**config.mk**
```make
export PLATFORM = sky130hd
export DESIGN_NAME = sigmoid_backprop
export DESIGN_NICKNAME = d
export VERILOG_FILES = /design/src/rtl/sigmoid_backprop_pkg.sv /design/src/rtl/sigmoid_backprop_fxp_mul.sv /design/src/rtl/sigmoid_backprop.sv
export SDC_FILE = /design/constraint.sdc
export NUM_CORES = 1
export LEC_CHECK = 0
export BUFFER_PORTS_ARGS = -buffer_cell sky130_fd_sc_hd__buf_2
export CAP_MARGIN = 40
export CORE_AREA = 2 2 165 167
export CTS_CLUSTER_SIZE = 40
export DETAILED_ROUTE_END_ITERATION = 6
export DIE_AREA = 0 0 167 169
export PLACE_DENSITY_LB_ADDON = 0.15
export SLEW_MARGIN = 20
export SYNTH_ARGS = -nofsm -noshare
export SYNTH_HDL_FRONTEND = slang
export SYNTH_HIERARCHICAL = 1
export SYNTH_SLANG_ARGS = --single-unit
```
**constraint.sdc**
```tcl
create_clock -name clk -period 11.2 [get_ports clk]
set_clock_uncertainty 0.2 [all_clocks]
set_input_delay 1.12 -clock clk [delete_from_list [all_inputs] [get_ports clk]]
set_output_delay 1.12 -clock clk [all_outputs]
set_load 0.01 [all_outputs]
```
**src/rtl/sigmoid_backprop_pkg.sv**
```systemverilog
// Shared constants and FSM encoding for the sigmoid backward-pass block.
package sigmoid_backprop_pkg;

    localparam int BITS_DEF = 16;
    localparam int FRAC_DEF = BITS_DEF / 2;

    // 1.0 in the default fixed-point format
    localparam logic [BITS_DEF-1:0] ONE = BITS_DEF'(1 << FRAC_DEF);

    // Full-precision product width before the fractional shift
    localparam int PROD_W_DEF = 2 * BITS_DEF;

    typedef enum logic [1:0] {
        IDLE = 2'd0,
        MUL1 = 2'd1,
        MUL2 = 2'd2,
        DONE = 2'd3
    } bp_state_t;

endpackage

```
**src/rtl/sigmoid_backprop_fxp_mul.sv**
```systemverilog
// Signed fixed-point multiply: full product, arithmetic shift by FRAC,
// then either wrap (truncate) or saturate to BITS. No rounding.
module fxp_mul #(
    parameter int BITS = 16,
    parameter int FRAC = BITS / 2,
    parameter bit SAT  = 1'b0
) (
    input  logic signed [BITS-1:0] a,
    input  logic signed [BITS-1:0] b,
    output logic signed [BITS-1:0] p
);

    logic signed [2*BITS-1:0] prod;

    assign prod = (2*BITS)'(a) * (2*BITS)'(b);

    generate
        if (SAT) begin : g_sat
            localparam logic signed [2*BITS-1:0] MAXV = {{(BITS+1){1'b0}}, {(BITS-1){1'b1}}};
            localparam logic signed [2*BITS-1:0] MINV = {{(BITS+1){1'b1}}, {(BITS-1){1'b0}}};
            logic signed [2*BITS-1:0] shd;
            assign shd = prod >>> FRAC;
            // clamp the shifted product into the representable range
            always_comb begin
                p = BITS'(shd);
                if (shd > MAXV)
                    p = BITS'(MAXV);
                else if (shd < MINV)
                    p = BITS'(MINV);
            end
        end else begin : g_wrap
            assign p = BITS'(prod >>> FRAC);
        end
    endgenerate

endmodule

```
**src/rtl/sigmoid_backprop.sv**
```systemverilog
// Sigmoid backward pass: grad = delta * z * (1 - z), one shared multiplier
// used over two cycles. Define SIGMOID_BP_SAT_EN to saturate intermediate
// results instead of wrapping.
module sigmoid_backprop
    import sigmoid_backprop_pkg::*;
#(
    parameter int BITS = BITS_DEF,
    parameter int FRAC = BITS / 2
) (
    input  logic            clk,
    input  logic            rst,
    input  logic            in_valid,
    output logic            in_ready,
    input  logic [BITS-1:0] z,
    input  logic [BITS-1:0] delta,
    output logic            out_valid,
    input  logic            out_ready,
    output logic [BITS-1:0] grad,
    output logic            busy
);

`ifdef SIGMOID_BP_SAT_EN
    localparam bit SAT_EN = 1'b1;
`else
    localparam bit SAT_EN = 1'b0;
`endif

    localparam logic signed [BITS:0] ONE_X = (BITS+1)'(1) << FRAC;

    bp_state_t state, state_nx;

    logic signed [BITS-1:0] z_r, delta_r, t_r;
    logic signed [BITS:0]   omz_w;
    logic signed [BITS-1:0] omz;
    logic signed [BITS-1:0] mul_a, mul_b, mul_p;

    // 1 - z at one extra bit, then reduced like the multiplier output
    assign omz_w = ONE_X - (BITS+1)'(z_r);

`ifdef SIGMOID_BP_SAT_EN
    // clamp when the two top bits disagree (value outside BITS range)
    always_comb begin
        omz = BITS'(omz_w);
        if (omz_w[BITS] != omz_w[BITS-1])
            omz = omz_w[BITS] ? {1'b1, {(BITS-1){1'b0}}} : {1'b0, {(BITS-1){1'b1}}};
    end
`else
    assign omz = BITS'(omz_w);
`endif

    // single multiplier: z*(1-z) in MUL1, delta*t in MUL2
    assign mul_a = (state == MUL2) ? delta_r : z_r;
    assign mul_b = (state == MUL2) ? t_r     : omz;

    fxp_mul #(.BITS(BITS), .FRAC(FRAC), .SAT(SAT_EN)) u_mul (
        .a (mul_a),
        .b (mul_b),
        .p (mul_p)
    );

    assign in_ready = (state == IDLE);
    assign busy     = (state != IDLE);

    // state register
    always_ff @(posedge clk) begin
        if (rst) state <= IDLE;
        else     state <= state_nx;
    end

    // next-state logic
    always_comb begin
        state_nx = state;
        case (state)
            IDLE: if (in_valid)  state_nx = MUL1;
            MUL1:                state_nx = MUL2;
            MUL2:                state_nx = DONE;
            DONE: if (out_ready) state_nx = IDLE;
            default:             state_nx = IDLE;
        endcase
    end

    // operand capture, intermediate product, result and valid flag
    always_ff @(posedge clk) begin
        if (rst) begin
            z_r       <= '0;
            delta_r   <= '0;
            t_r       <= '0;
            grad      <= '0;
            out_valid <= 1'b0;
        end else begin
            case (state)
                IDLE: if (in_valid) begin
                    z_r     <= z;
                    delta_r <= delta;
                end
                MUL1: t_r <= mul_p;
                MUL2: begin
                    grad      <= mul_p;
                    out_valid <= 1'b1;
                end
                DONE: if (out_ready) out_valid <= 1'b0;
                default: ;
            endcase
        end
    end

endmodule

```
---- After elaboration in Yosys (flattened, before gate mapping) ----
Cells that the tools add are included.
cells by class
  equality and inequality tests ........... 5
  add/subtract/negate cells ............... 1
  reduce and logical (&&, ||, !) cells .... 6
  mux-type cells .......................... 7
  $mul .................................... 1
operators by type and width
  kind                      number
  $mux W16                  2
  $mul A16 B16 Y24          1
  $sub A10 B16 Y16 const A  1
  $pmux W2 S4               1
  $reduce_and A2 Y1         3
  $eq A2 B2 Y1 const B      2
  $mux W2                   2
  $ne A2 B2 Y1 const B      2
  $reduce_bool A2 Y1        2
  $eq A2 B1 Y1 const B      1
  $logic_not A2 Y1          1
  $pmux W1 S2               1
  $mux W1                   1
word-level totals
  output and inout port bits .............. 19
  logic and storage cells ................. 26
  register bits after elaboration ......... 67

---- Longest topological paths before layout ----
  depth in word-level cells ............... 3
  mapped depth ............................ 30
  gate-level depth less buffers ........... 29

---- Hierarchy ----
Netlist, hierarchy kept.
modules (own cells, without submodules)
  module            instances  area each (sq um)  cells each  sequential area each (sq um)
  fxp_mul           1          7389.6             836         0.0
  sigmoid_backprop  1          3049.2             364         1341.3

---- Worst setup path before layout ----
No wires, ideal clock.
  path kind ............................... register to register
  start ................................... register z_r[1]
  end ..................................... register t_r[13]
  data arrival time ....................... 7.290 ns
  period minus slack after synthesis ...... 7.555 ns
  stages on the path, launching flop included .. 27
  required time ........................... 10.935 ns
  setup slack ............................. 3.645 ns
  path buffers ............................ 1
  path through ............................ dfxtp_1 inv_1 ha_1 or4b_4 o21a_4 o41a_1 o31ai_1 clkbuf_1 nand2_1 fa_1 inv_1 fa_1 fa_1 fa_1 fa_1 inv_1 fa_1 inv_1 ha_1 a211o_1 or4b_4 o21ai_4 o21bai_2 a21oi_2 xnor2_1 mux2i_1 nor2_1
on the way
  cells in the longest elaborated chain, start to end .. 3
  elaborated cells on any way between the ends .. 4
  classes of those cells .................. add/sub (1); mul (1); mux (2)
ends and longest elaborated chain
  what                      RTL line                        text
  start: declaration        sigmoid_backprop.sv:32          logic signed [BITS-1:0] z_r, delta_r, t_r;
  start signal: assignment  sigmoid_backprop.sv:93          z_r <= z;
  $sub A10 B16 Y16          sigmoid_backprop.sv:38          assign omz_w = ONE_X - (BITS+1)'(z_r);
  $mux W16                  sigmoid_backprop.sv:53          assign mul_b = (state == MUL2) ? t_r : omz;
  net mul_b[12]             sigmoid_backprop.sv:35          logic signed [BITS-1:0] mul_a, mul_b, mul_p;
  $mul A16 B16 Y24          sigmoid_backprop_fxp_mul.sv:15  assign prod = (2*BITS)'(a) * (2*BITS)'(b);
  net mul_p[13]             sigmoid_backprop.sv:35
  end signal: assignment    sigmoid_backprop.sv:96          MUL1: t_r <= mul_p;
  end: declaration          sigmoid_backprop.sv:32
The timed path passes the listed nets, and every way through them passes these cells.
A chain may end at the register's enable or synchronous reset.

---- Worst setup path in the final report ----
  start ................................... register state[0]
  end ..................................... register grad[15]
on the way
  cells in the longest elaborated chain, start to end .. 3
  elaborated cells on any way between the ends .. 4
  classes of those cells .................. mul (1); eq/ne (1); mux (2)
ends and longest elaborated chain
  what                      RTL line                        text
  start: declaration        sigmoid_backprop.sv:30          bp_state_t state, state_nx;
  start signal: assignment  sigmoid_backprop.sv:67          else state <= state_nx;
  $eq A2 B2 Y1              sigmoid_backprop.sv:53
  $mux W16                  sigmoid_backprop.sv:53
  net mul_b[15]             sigmoid_backprop.sv:35
  $mul A16 B16 Y24          sigmoid_backprop_fxp_mul.sv:15
  net mul_p[15]             sigmoid_backprop.sv:35
  end signal: assignment    sigmoid_backprop.sv:98          grad <= mul_p;
  end: declaration          sigmoid_backprop.sv:18          output logic [BITS-1:0] grad,
The timed path passes the listed nets, and every way through them passes these cells.

==> results_dict.tcl <==
set metrics [dict create \
    status "completed" \
    worst_pin_slew_ps 699 \
    postCtsSetupBuffers 0 \
    clk_pin_slew_ps 60 \
    hold_viol 0 \
    drive_gt1_share_pct 10.4 \
    period_share_pct 70.7 \
    synth_seq_cells 67 \
    endpoint_kind "flip-flop" \
    port_buffers 54 \
    worstSetupStartpointType "flip-flop" \
    period_needed_ps 7920 \
    rr_startpoint "state[0]" \
    crit_start "state[0]" \
    fin_ws_ps 3280 \
    remaining_drc_errors 0 \
    area_growth_pct 10.4 \
    holdBufCountCts 0 \
    synth_nets 1498 \
    synth_area_leaders "fa_1 (36%), dfxtp_1 (13%), ha_1 (9.1%)" \
    r2r_cells 26 \
    dieWidth_um 167 \
    wl_per_cell_um 16.3 \
    ys_async_sr_fraction_pct 0 \
    regToRegEndpoint "grad[15]" \
    cts_tree "built" \
    clk_latency_ps 320 \
    gr-total-overflow 0 \
    r2r_setup_slack_ps 3280 \
    syn-cell-area_mm2 0.0104 \
    drv_cap 0 \
    cts_htree_levels 3 \
    critical_path_class "flip-flop to flip-flop" \
    ys.flop_type "dfxtp_1" \
    core-area_mm2 0.0265 \
    floorplan.initialDensity_pct 39.4 \
    place_congestion 0.818 \
    clockRootBuffer "clkbuf_16" \
    grt_pass1_vias 8012 \
    crit_fanout 33 \
    clk_path_buf_depth 2 \
    post_cts_resized 0 \
    grt_usage_pct 19.4 \
    syn_area_per_cell_um2 8.70 \
    arrival_ps 7910 \
    grt_pass1_wl_um 43100 \
    synth-edff-count 0 \
    yosysUniqueCellTypes 53 \
    cts.sinks 67 \
    ys_seq_area_share_pct 12.8 \
    ys_warn_count 6 \
    yosysTopAreaCell "fa_1" \
    setup_viol 0 \
    setup_tns_ps 0 \
    fillers 2737 \
    antenna_found_initial 1 \
    numCtsBuffers 9 \
    synthCells 1200 \
    place_ws_ps 2880 \
    hp-class "flip-flop to flip-flop" \
    vias 7604 \
    endpoint "grad[15]" \
    place_hpwl_um 20300 \
    dieArea_mm2 0.0282 \
    drtIter0Drc 389 \
    grt_max_degree 68 \
    netlist.area_leader.share_pct 35.7 \
    num-nets-final 1529 \
    crit_required_ps 11190 \
    drtAntennaViolNets 0 \
    boundaryPins 55 \
    drv_slew 0 \
    die_h_um 169 \
    row_count 60 \
    rsz0062_at_grt "no" \
    drtPass1Iterations 5 \
    viasPerCell 4.82 \
    max-slew-margin-rel_pct 53.4 \
    wl_um 25800 \
    fmax_mhz 126 \
]
## metal layers
metal	global-route usage, %	part of all wire, %	up-vias
met5	0	0	-
met4	2.44	0.64	0
met3	1.50	2.3	13
met2	33.4	49	102
met1	27.5	48	3827
li1	-	-	3662
## registers in the layout, indices dropped and copies added (netlist names)
| name | cells |
|---|---|
| z_r | 16 |
| delta_r | 16 |
| grad | 16 |
| out_valid | 1 |
| state | 2 |
| t_r | 16 |
## cell usage after synthesis (all sizes together), types with 4 or more instances
cell and n:
xnor2 26, a21oi 51, nor3 5, o21ai 12, inv 242, nor2 51, mux2i 34, ha 76
clkbuf 48, and2 96, o21a 4, nand2 208, mux2 14, nand2b 7, buf 8, nand3 4
o31ai 8, fa 186, xor2 17, dfxtp 67
## layout make-up
| class | instances | area [um2] | share of cell area (%) |
|---|---|---|---|
| Timing Repair Buffer | 76 | 483 | 4.19 |
| Clock inverter | 4 | 95.1 | 0.825 |
| Inverter | 242 | 908 | 7.88 |
| Antenna cell | 1 | 2.50 | 0.0217 |
| Clock buffer | 12 | 267 | 2.31 |
| Sequential cell | 67 | 1340 | 11.6 |
| Multi-Input combinational cell | 835 | 8000 | 69.4 |
| Tap cell | 341 | 427 | 3.70 |
## through the flow
step	hold slack (ps)	std cells	area, um2	utilization (%)
floorplan	233	1200	10400	-
global placement	245	1553	11000	41.7
detailed placement	248	1560	11100	42.0
CTS	257	1576	11500	43.4
global route	272	1577	11500	43.5
finish	256	1578	11500	43.5
## how the worst min path moves through the flow
stage | startpoint | to | cells after the start
after floorplan | delta_r[10] | delta_r[10] | 2
after global placement | delta_r[8] | delta_r[8] | 2
after detailed placement | delta_r[12] | delta_r[12] | 2
after CTS | delta_r[12] | delta_r[12] | 2
after global routing | delta_r[10] | delta_r[10] | 2
final | delta_r[10] | delta_r[10] | 2
## kinds of logic after synthesis
family / count (synthesis) / share of synthesized area [%]
AOI/OAI and AO/OA: 93 / 5.92
xor gates and xnor gates: 43 / 3.61
adders and majority gates: 262 / 44.8
buffers and inverters: 298 / 10.7
DFF: 67 / 12.8
muxes: 48 / 4.77
and+or+nand+nor: 389 / 17.3
## placed cells by master, fill, tap and decap left out, types with 3 or more instances in the layout
cell | Yosys | final
a21o_1 | 3 | 3
a21oi_1 | 47 | 45
a21oi_2 | 3 | 5
and2_1 | 96 | 96
buf_2 | 2 | 55
buf_4 | 0 | 14
buf_8 | 0 | 4
bufinv_16 | 0 | 3
clkbuf_16 | 0 | 9
clkbuf_8 | 0 | 3
dfxtp_1 | 67 | 67
fa_1 | 186 | 186
ha_1 | 76 | 75
inv_1 | 242 | 242
mux2_2 | 14 | 14
mux2i_1 | 34 | 34
nand2_1 | 208 | 208
nand2b_1 | 7 | 7
nand3_1 | 4 | 4
nor2_1 | 50 | 50
nor3_1 | 5 | 5
nor4_1 | 3 | 3
o21a_1 | 3 | 3
o21ai_0 | 10 | 5
o21ai_1 | 1 | 3
o21ai_2 | 0 | 3
o31ai_1 | 7 | 7
or3_1 | 3 | 3
xnor2_1 | 26 | 26
xor2_1 | 17 | 17
## critical path, stage by stage (launching register included)
cell and delay, ps:
dfxtp_1 330, inv_1 130, ha_2 260, buf_12 220
buf_4 390, nand2b_1 200, mux2i_1 80, nor3_1 500
inv_1 260, nor2_1 190, fa_1 440, fa_1 470
fa_1 510, fa_1 520, fa_1 540, inv_1 50
fa_1 520, inv_1 40, ha_1 330, a211o_1 320
or4b_4 520, o2111ai_2 220, a21oi_2 100, nor2_2 100
xnor2_1 90, mux2i_1 160, nor2_1 50
Power is left out: the tool's default activity adds up to more than one toggle a clock period on the data nets, which glitch-free logic cannot reach.
